--- src/rtl/ppa_pipe.sv ---
// ppa_pipe: pipelined Kogge-Stone adder/subtractor with valid/ready handshake.
// Bit cells are registered in stage 0. Stages 1..S each evaluate LEVELS_PER_STAGE
// prefix levels, and stage S also forms sum/cout/ovf into the output registers.
module ppa_pipe #(
  parameter int unsigned WIDTH            = 16,
  parameter int unsigned LEVELS_PER_STAGE = 2
) (
  input  logic             clk,
  input  logic             rst_n,
  input  logic             in_valid,
  output logic             in_ready,
  input  logic [WIDTH-1:0] x,
  input  logic [WIDTH-1:0] y,
  input  logic             cin,
  input  logic             sub,
  output logic             out_valid,
  input  logic             out_ready,
  output logic [WIDTH-1:0] sum,
  output logic             cout,
  output logic             ovf
);

  localparam int unsigned LOG2W = $clog2(WIDTH);
  localparam int unsigned S     = (LOG2W + LEVELS_PER_STAGE - 1) / LEVELS_PER_STAGE;

  logic             stall;
  logic [WIDTH-1:0] yy, g0, a0, p0;
  logic             c0;

  // Stage registers: index 0 holds the bit cells, 1..S-1 hold partial prefix results.
  logic [WIDTH-1:0] g_q  [S];
  logic [WIDTH-1:0] a_q  [S];
  logic [WIDTH-1:0] p_q  [S];
  logic             c0_q [S];
  logic             xm_q [S];
  logic             ym_q [S];
  logic             v_q  [S];

  // Combinational prefix results produced by stage s from register set s-1.
  logic [WIDTH-1:0] g_c  [1:S];
  logic [WIDTH-1:0] a_c  [1:S];

  logic [WIDTH-1:0] sum_c;
  logic             ovf_c;

  // Handshake: the whole pipeline freezes while a result waits downstream.
  always_comb begin
    stall    = out_valid && !out_ready;
    in_ready = !stall;
  end

  // Per-bit generate/alive/propagate cells with the carry-in folded into bit 0.
  always_comb begin
    yy    = sub ? ~y : y;
    c0    = cin ^ sub;
    g0    = x & yy;
    a0    = x | yy;
    p0    = x ^ yy;
    g0[0] = g0[0] | (a0[0] & c0);
  end

  // Kogge-Stone levels for each stage; the last stage takes any remainder levels.
  always_comb begin
    logic [WIDTH-1:0] gt, at, gp, ap;
    gt = '0;
    at = '0;
    gp = '0;
    ap = '0;
    for (int unsigned s = 1; s <= S; s++) begin
      gt = g_q[s-1];
      at = a_q[s-1];
      for (int unsigned k = (s - 1) * LEVELS_PER_STAGE; k < s * LEVELS_PER_STAGE; k++) begin
        if (k < LOG2W) begin
          gp = gt;
          ap = at;
          for (int unsigned i = 0; i < WIDTH; i++) begin
            if (i >= (32'd1 << k)) begin
              gt[i] = gp[i] | (ap[i] & gp[i - (32'd1 << k)]);
              at[i] = ap[i] & ap[i - (32'd1 << k)];
            end
          end
        end
      end
      g_c[s] = gt;
      a_c[s] = at;
    end
  end

  // Final sum: carry into bit i is the group generate of bits i-1..0.
  always_comb begin
    sum_c = p_q[S-1] ^ {g_c[S][WIDTH-2:0], c0_q[S-1]};
    ovf_c = (xm_q[S-1] == ym_q[S-1]) && (sum_c[WIDTH-1] != xm_q[S-1]);
  end

  // Datapath registers advance whenever the pipeline is not stalled.
  always_ff @(posedge clk) begin
    if (!stall) begin
      g_q[0]  <= g0;
      a_q[0]  <= a0;
      p_q[0]  <= p0;
      c0_q[0] <= c0;
      xm_q[0] <= x[WIDTH-1];
      ym_q[0] <= yy[WIDTH-1];
      for (int unsigned s = 1; s < S; s++) begin
        g_q[s]  <= g_c[s];
        a_q[s]  <= a_c[s];
        p_q[s]  <= p_q[s-1];
        c0_q[s] <= c0_q[s-1];
        xm_q[s] <= xm_q[s-1];
        ym_q[s] <= ym_q[s-1];
      end
    end
  end

  // Valid chain and output registers; outputs only reload when a valid result arrives.
  always_ff @(posedge clk) begin
    if (!rst_n) begin
      for (int unsigned s = 0; s < S; s++) begin
        v_q[s] <= 1'b0;
      end
      out_valid <= 1'b0;
      sum       <= '0;
      cout      <= 1'b0;
      ovf       <= 1'b0;
    end else if (!stall) begin
      v_q[0] <= in_valid;
      for (int unsigned s = 1; s < S; s++) begin
        v_q[s] <= v_q[s-1];
      end
      out_valid <= v_q[S-1];
      if (v_q[S-1]) begin
        sum  <= sum_c;
        cout <= g_c[S][WIDTH-1];
        ovf  <= ovf_c;
      end
    end
  end

endmodule

--- config.mk ---
export PLATFORM = sky130hd
export DESIGN_NAME = ppa_pipe
export DESIGN_NICKNAME = d
export VERILOG_FILES = /design/src/rtl/ppa_pipe.sv
export SDC_FILE = /design/constraint.sdc
export NUM_CORES = 1
export LEC_CHECK = 0
export BUFFER_PORTS_ARGS = -buffer_cell sky130_fd_sc_hd__buf_2
export CAP_MARGIN = 20
export CORE_MARGIN = 10
export CORE_UTILIZATION = 52
export DETAILED_ROUTE_END_ITERATION = 7
export GPL_TIMING_DRIVEN = 0
export HOLD_SLACK_MARGIN = 0.15
export PLACE_DENSITY = 0.84
export SLEW_MARGIN = 40
export SYNTH_ARGS = -nofsm -noshare
export SYNTH_HDL_FRONTEND = slang
export SYNTH_SLANG_ARGS = --single-unit
--- constraint.sdc ---
create_clock -name clk -period 2.3 [get_ports clk]
set_clock_uncertainty 0.15 [all_clocks]
set_input_delay 0.115 -clock clk [delete_from_list [all_inputs] [get_ports clk]]
set_output_delay 0.115 -clock clk [all_outputs]
set_load 0.02 [all_outputs]
[Yosys cells after proc, flatten, opt, wreduce, memory -nomap -nowiden]
Memory sizes are Yosys's and may differ from the RTL's.
Cells that the tools add are included.
Cells by class
  $add $sub $neg: 0
  multipliers: 0
  divide/modulo/power cells: 0
  magnitude comparators: 0
  equality and inequality tests: 2
  shift-type cells: 0
  multiplexer cells: 7
  bitwise gates (word level): 146
  reduce and logical (&&, ||, !) cells: 5
Operator list (number)
  1-bit AND: 87
  1-bit OR: 52
  16-bit bitwise XOR: 2
  16-bit AND: 1
  16-bit two-way mux: 1
  16-bit NOT: 1
  16-bit OR: 1
  1-bit two-way mux: 6
  1-bit logical AND: 2
  1-bit zero test: 2
  2-bit AND reduction: 1
  1-bit equality test: 1
  1-bit != test: 1
  1-bit NOT: 1
  1-bit bitwise XOR: 1
Storage, ports and cells
  flip-flop bits (word level): 19
  latch bits: 0
  bits in writable memories: 104
  ROM bits: 0
  bits of input ports: 38
  output and inout port bits: 20
  word-level logic and storage cells: 171
  memories: 7
Memories
  a_q: words 2, bits a word 16, read ports 2, clocked after memory_dff 0, write ports 2, RTL line 32  | logic [WIDTH-1:0] a_q [S];
  g_q: words 2, bits a word 16, read ports 2, clocked after memory_dff 0, write ports 2, RTL line 31  | logic [WIDTH-1:0] g_q [S];
  p_q: words 2, bits a word 16, read ports 2, clocked after memory_dff 0, write ports 2, RTL line 33  | logic [WIDTH-1:0] p_q [S];
  c0_q: words 2, bits a word 1, read ports 2, clocked after memory_dff 0, write ports 2, RTL line 34  | logic c0_q [S];
  v_q: words 2, bits a word 1, read ports 2, clocked after memory_dff 0, write ports 2, RTL line 37  | logic v_q [S];
  xm_q: words 2, bits a word 1, read ports 2, clocked after memory_dff 0, write ports 2, RTL line 35  | logic xm_q [S];
  +1 memories

[Longest topological paths before layout]
  depth after elaboration: 7
  depth in mapped cells: 7
  gate-level depth less buffers: 5

[Worst setup path before layout]
No wires, ideal clock.
  path type: flip-flop to flip-flop
  start: register out_valid (read register of v_q)
  end: register sum[4]
  setup time: 116 ps
  arrival: 2339 ps
  path slack: -305 ps
  cell stages (with the launch flop): 8
  cells stage by stage: dfxtp_1 > nor2b_4 > inv_2 > and2_4 > buf_6 > buf_6 > nand2_1 > o211a_1
Between the ends
  cells in the longest elaborated chain, start to end: 3
RTL lines
  start, declared: RTL line 16  | output logic out_valid,
  1-bit logical AND: RTL line 48  | stall = out_valid && !out_ready;
  1-bit NOT (no source line)
  2-bit AND reduction (no source line)
  end signal, assigned: RTL line 132  | sum <= sum_c;
  end, declared: RTL line 18  | output logic [WIDTH-1:0] sum,
No other way between the ends.
A chain may end at the register's enable or synchronous reset.

==> flow_metrics.py <==
metrics = {
    "sta": {
        "max-slew-margin-rel": 0.563,
        "tightest_slew_ns": 0.656,
        "hold_viol": 0,
        "rsz0062_at_grt": "no",
        "fmax_ghz": 0.486,
        "slew_viol_final": 0,
        "setup_viol": 0,
        "period_needed_ns": 2.06,
        "setup_tns_ns": 0,
        "timing.final.crit_share": 0.894,
        "final.setup.worst_slack_ns": 0.243,
    },
    "placement": {
        "dp_hpwl_um": 6440,
        "postPlaceCellArea_um2": 5480,
        "dp_slack_ns": 0.274,
        "io_buffers": 56,
        "gp_congestion": 0.798,
    },
    "floorplanning": {
        "floorplan.die.height_um": 118,
        "core_area_um2": 9330,
        "std_cell_rows": 35,
        "io_pins": 58,
        "die_w_um": 118,
        "initial_core_util": 0.540,
        "dieArea_um2": 14000,
    },
    "synthesis": {
        "syn-num-nets": 443,
        "synth-seq-cells": 118,
        "seq_area_frac_synth": 0.666,
        "synth.distinct_cells": 38,
        "syn_area_um2": 5040,
        "syn_avg_cell_area_um2": 13.5,
        "syn_inst": 373,
        "yosys_warnings": 0,
    },
    "drt": {
        "drtAntennaViolNets": 0,
        "via_per_inst": 4.96,
        "drtIter0Drc": 235,
        "drc": 0,
        "vias": 3193,
        "dr.pass1.iters": 5,
        "wl_per_cell_um": 15.6,
        "routed_wl_um": 10100,
    },
    "cells_and_area": {
        "postLayoutCoreUtil": 0.708,
        "num_antenna_cells": 0,
        "register_area_um2": 3350,
        "layout.nets": 572,
        "fin_area_um2": 6600,
        "layout-drive-gt1-share": 0.188,
        "area_growth_pct": 31.1,
        "fill_cells": 582,
        "multi_input_area_um2": 1430,
    },
    "global_routing": {
        "grt_pass1_vias": 3403,
        "grt_pass1_wl_um": 16700,
        "grt_start_max_net_pins": 103,
        "track_usage": 0.149,
        "overflow": 0,
        "antenna_found_initial": 0,
    },
    "worst_hold_path": {
        "min_from": "x[15]",
        "hold_path_class": "input pin to flip-flop",
    },
    "clock_network": {
        "numCtsBuffers": 17,
        "cts_buffer_depth": 2,
        "cts_tree": "done",
        "cts_setup_buffers": 0,
        "clock_sink_count": 118,
        "cts_htree_levels": 4,
        "cts.clk_slew.worst_paths_ns": 0.06,
        "clock_latency_ns": 0.51,
        "clock_tree.root_cell": "clkbuf_8",
    },
    "pwr": {
        "power.leakage_nw": 2.96,
        "p_per_area_nw_per_um2": 905,
        "peakVddDrop_uv": 539,
    },
    "critical_path": {
        "crit_type": "input pin to flip-flop",
        "r2r-start": "out_valid$_SDFFE_PN0N_",
        "critPathSlowestCell": "dlygate4sd3_1",
        "crit_fanout": 8,
        "cp_cell_sequence": "dlygate4sd3_1 -> buf_2 -> xor2_1 -> inv_1 -> ha_1 -> dlygate4sd3_1",
        "arrival_ns": 2.16,
        "critPathTopFamily": "buffers and inverters",
        "startpoint": "sub",
        "crit_required_ns": 2.40,
        "cpPeakStageDelay_ns": 0.55,
        "critical_path.startpoint_type": "input pin",
        "end_kind": "flip-flop",
        "crit_top_cell": "dlygate4sd3_1",
        "cp.buffers_inverters": 4,
    },
    "run_status": {
        "status": "complete, no violations",
    },
    "run": {
        "cap_viol_max_count": 0,
    },
}
==> kinds of logic after synthesis <==
kind of cell               synth area share
DFF                                   0.666
and+or+nand+nor                      0.0700
AOI/OAI and AO/OA                    0.0827
buffers and inverters                0.0499
adders and majority gates            0.0795
xor gates and xnor gates             0.0522
==> state kept, by name, summed over array words and instances, names as in the netlist <==
name	flops
g_q	32
p_q	32
ym_q	2
ovf	1
v_q	2
sum	16
cout	1
out_valid	1
c0_q	2
xm_q	2
a_q	27
==> cells in the mapped netlist, drive strengths merged <==
library cell   n  area (um^2)
a221oi         1         15.0
a21boi         5         37.5
edfxtp        99         2970
nand4          4         25.0
o21bai         1         7.51
nor2b          4         32.5
a21oi         15         75.1
ha            32          400
and4           2         17.5
clkbuf         2         7.51
o21ai         19         95.1
nand3          8         40.0
inv           50          188
nor2          12         45.0
and2           1         8.76
xnor2          8         70.1
a31oi          1         6.26
nand2         30          113
a211oi         1         7.51
nand2b         1         6.26
nand4b         2         17.5
a211o          2         17.5
buf            7         56.3
a21o          13         97.6
o21a           1         7.51
xor2          22          193
and3           4         32.5
o211a          5         50.1
nand3b         2         15.0
dfxtp         19          380
==> per-layer routing <==
layer	up-vias	GRT usage	wire (um)	share of wire
met3	19	0.0443	594	0.059
li1	1559	-	-	-
met2	114	0.253	4960	0.49
met1	1501	0.169	4250	0.42
met5	-	0	0	0
met4	0	0.0725	258	0.026
==> final cells by class <==
cell class / instances / area share
timing repair buffer: 110 / 0.124
tap: 129 / 0.0244
buffer: 9 / 0.00966
inverter: 50 / 0.0296
clock inverter: 15 / 0.0244
sequential: 118 / 0.508
clock buffer: 17 / 0.0627
multi-input combinational: 196 / 0.217
==> stage by stage <==
| stage | cells | power (mW) | hold WS [ns] |
|---|---|---|---|
| after floorplan | 373 | 3.16 | 0.0639 |
| after global routing | 644 | 6.20 | 0.209 |
| final | 644 | 5.98 | 0.206 |
| after global placement | 558 | 3.33 | 0.177 |
| after detailed placement | 558 | 3.38 | 0.182 |
| after CTS | 644 | 5.98 | 0.183 |
==> worst register-to-register path: stages, from the launching register on <==
cell,delay [ns]
dfxtp_1,0.30
nor2b_4,0.14
inv_8,0.46
nand2_1,0.25
buf_2,0.24
nand3_1,0.13
nand4_1,0.12
==> cells in the final DEF (no fill, tap or decap), types with 12 or more instances in the layout <==
master / n
buf_2: 59
dfxtp_1: 19
xor2_1: 22
nor2_1: 12
o21ai_0: 18
ha_1: 32
dlygate4sd3_1: 54
clkbuf_16: 16
a21o_1: 13
inv_1: 49
nand2_1: 30
edfxtp_1: 99
a21oi_1: 15
==> final timing paths <==
check / to / slack (ns) / depth (start not counted)
worst max-delay path: p_q[0][0]$_DFFE_PN_ / 0.24 / 6
worst min-delay path: xm_q[0][0]$_DFFE_PN_ / 0.21 / 2
worst max register to register: sum[14]$_SDFFE_PN0P_ / 0.37 / 6
worst min register to register: p_q[0][31]$_DFFE_PN_ / 0.27 / 0
==> power by group <==
group | switching [mW] | leakage, nW | internal, mW
Clock | 0.902 | 0.268 | 1.63
Combinational | 0.343 | 1.49 | 0.307
Sequential | 0.149 | 1.20 | 2.65
==> repair_timing <==
action,4_1_cts,5_1_grt
hold buffers,54,0
endpoints found under the hold margin,62,0
setup endpoints to repair,0,0
resized for setup,0,0
(Power assumes the default switching activity.)
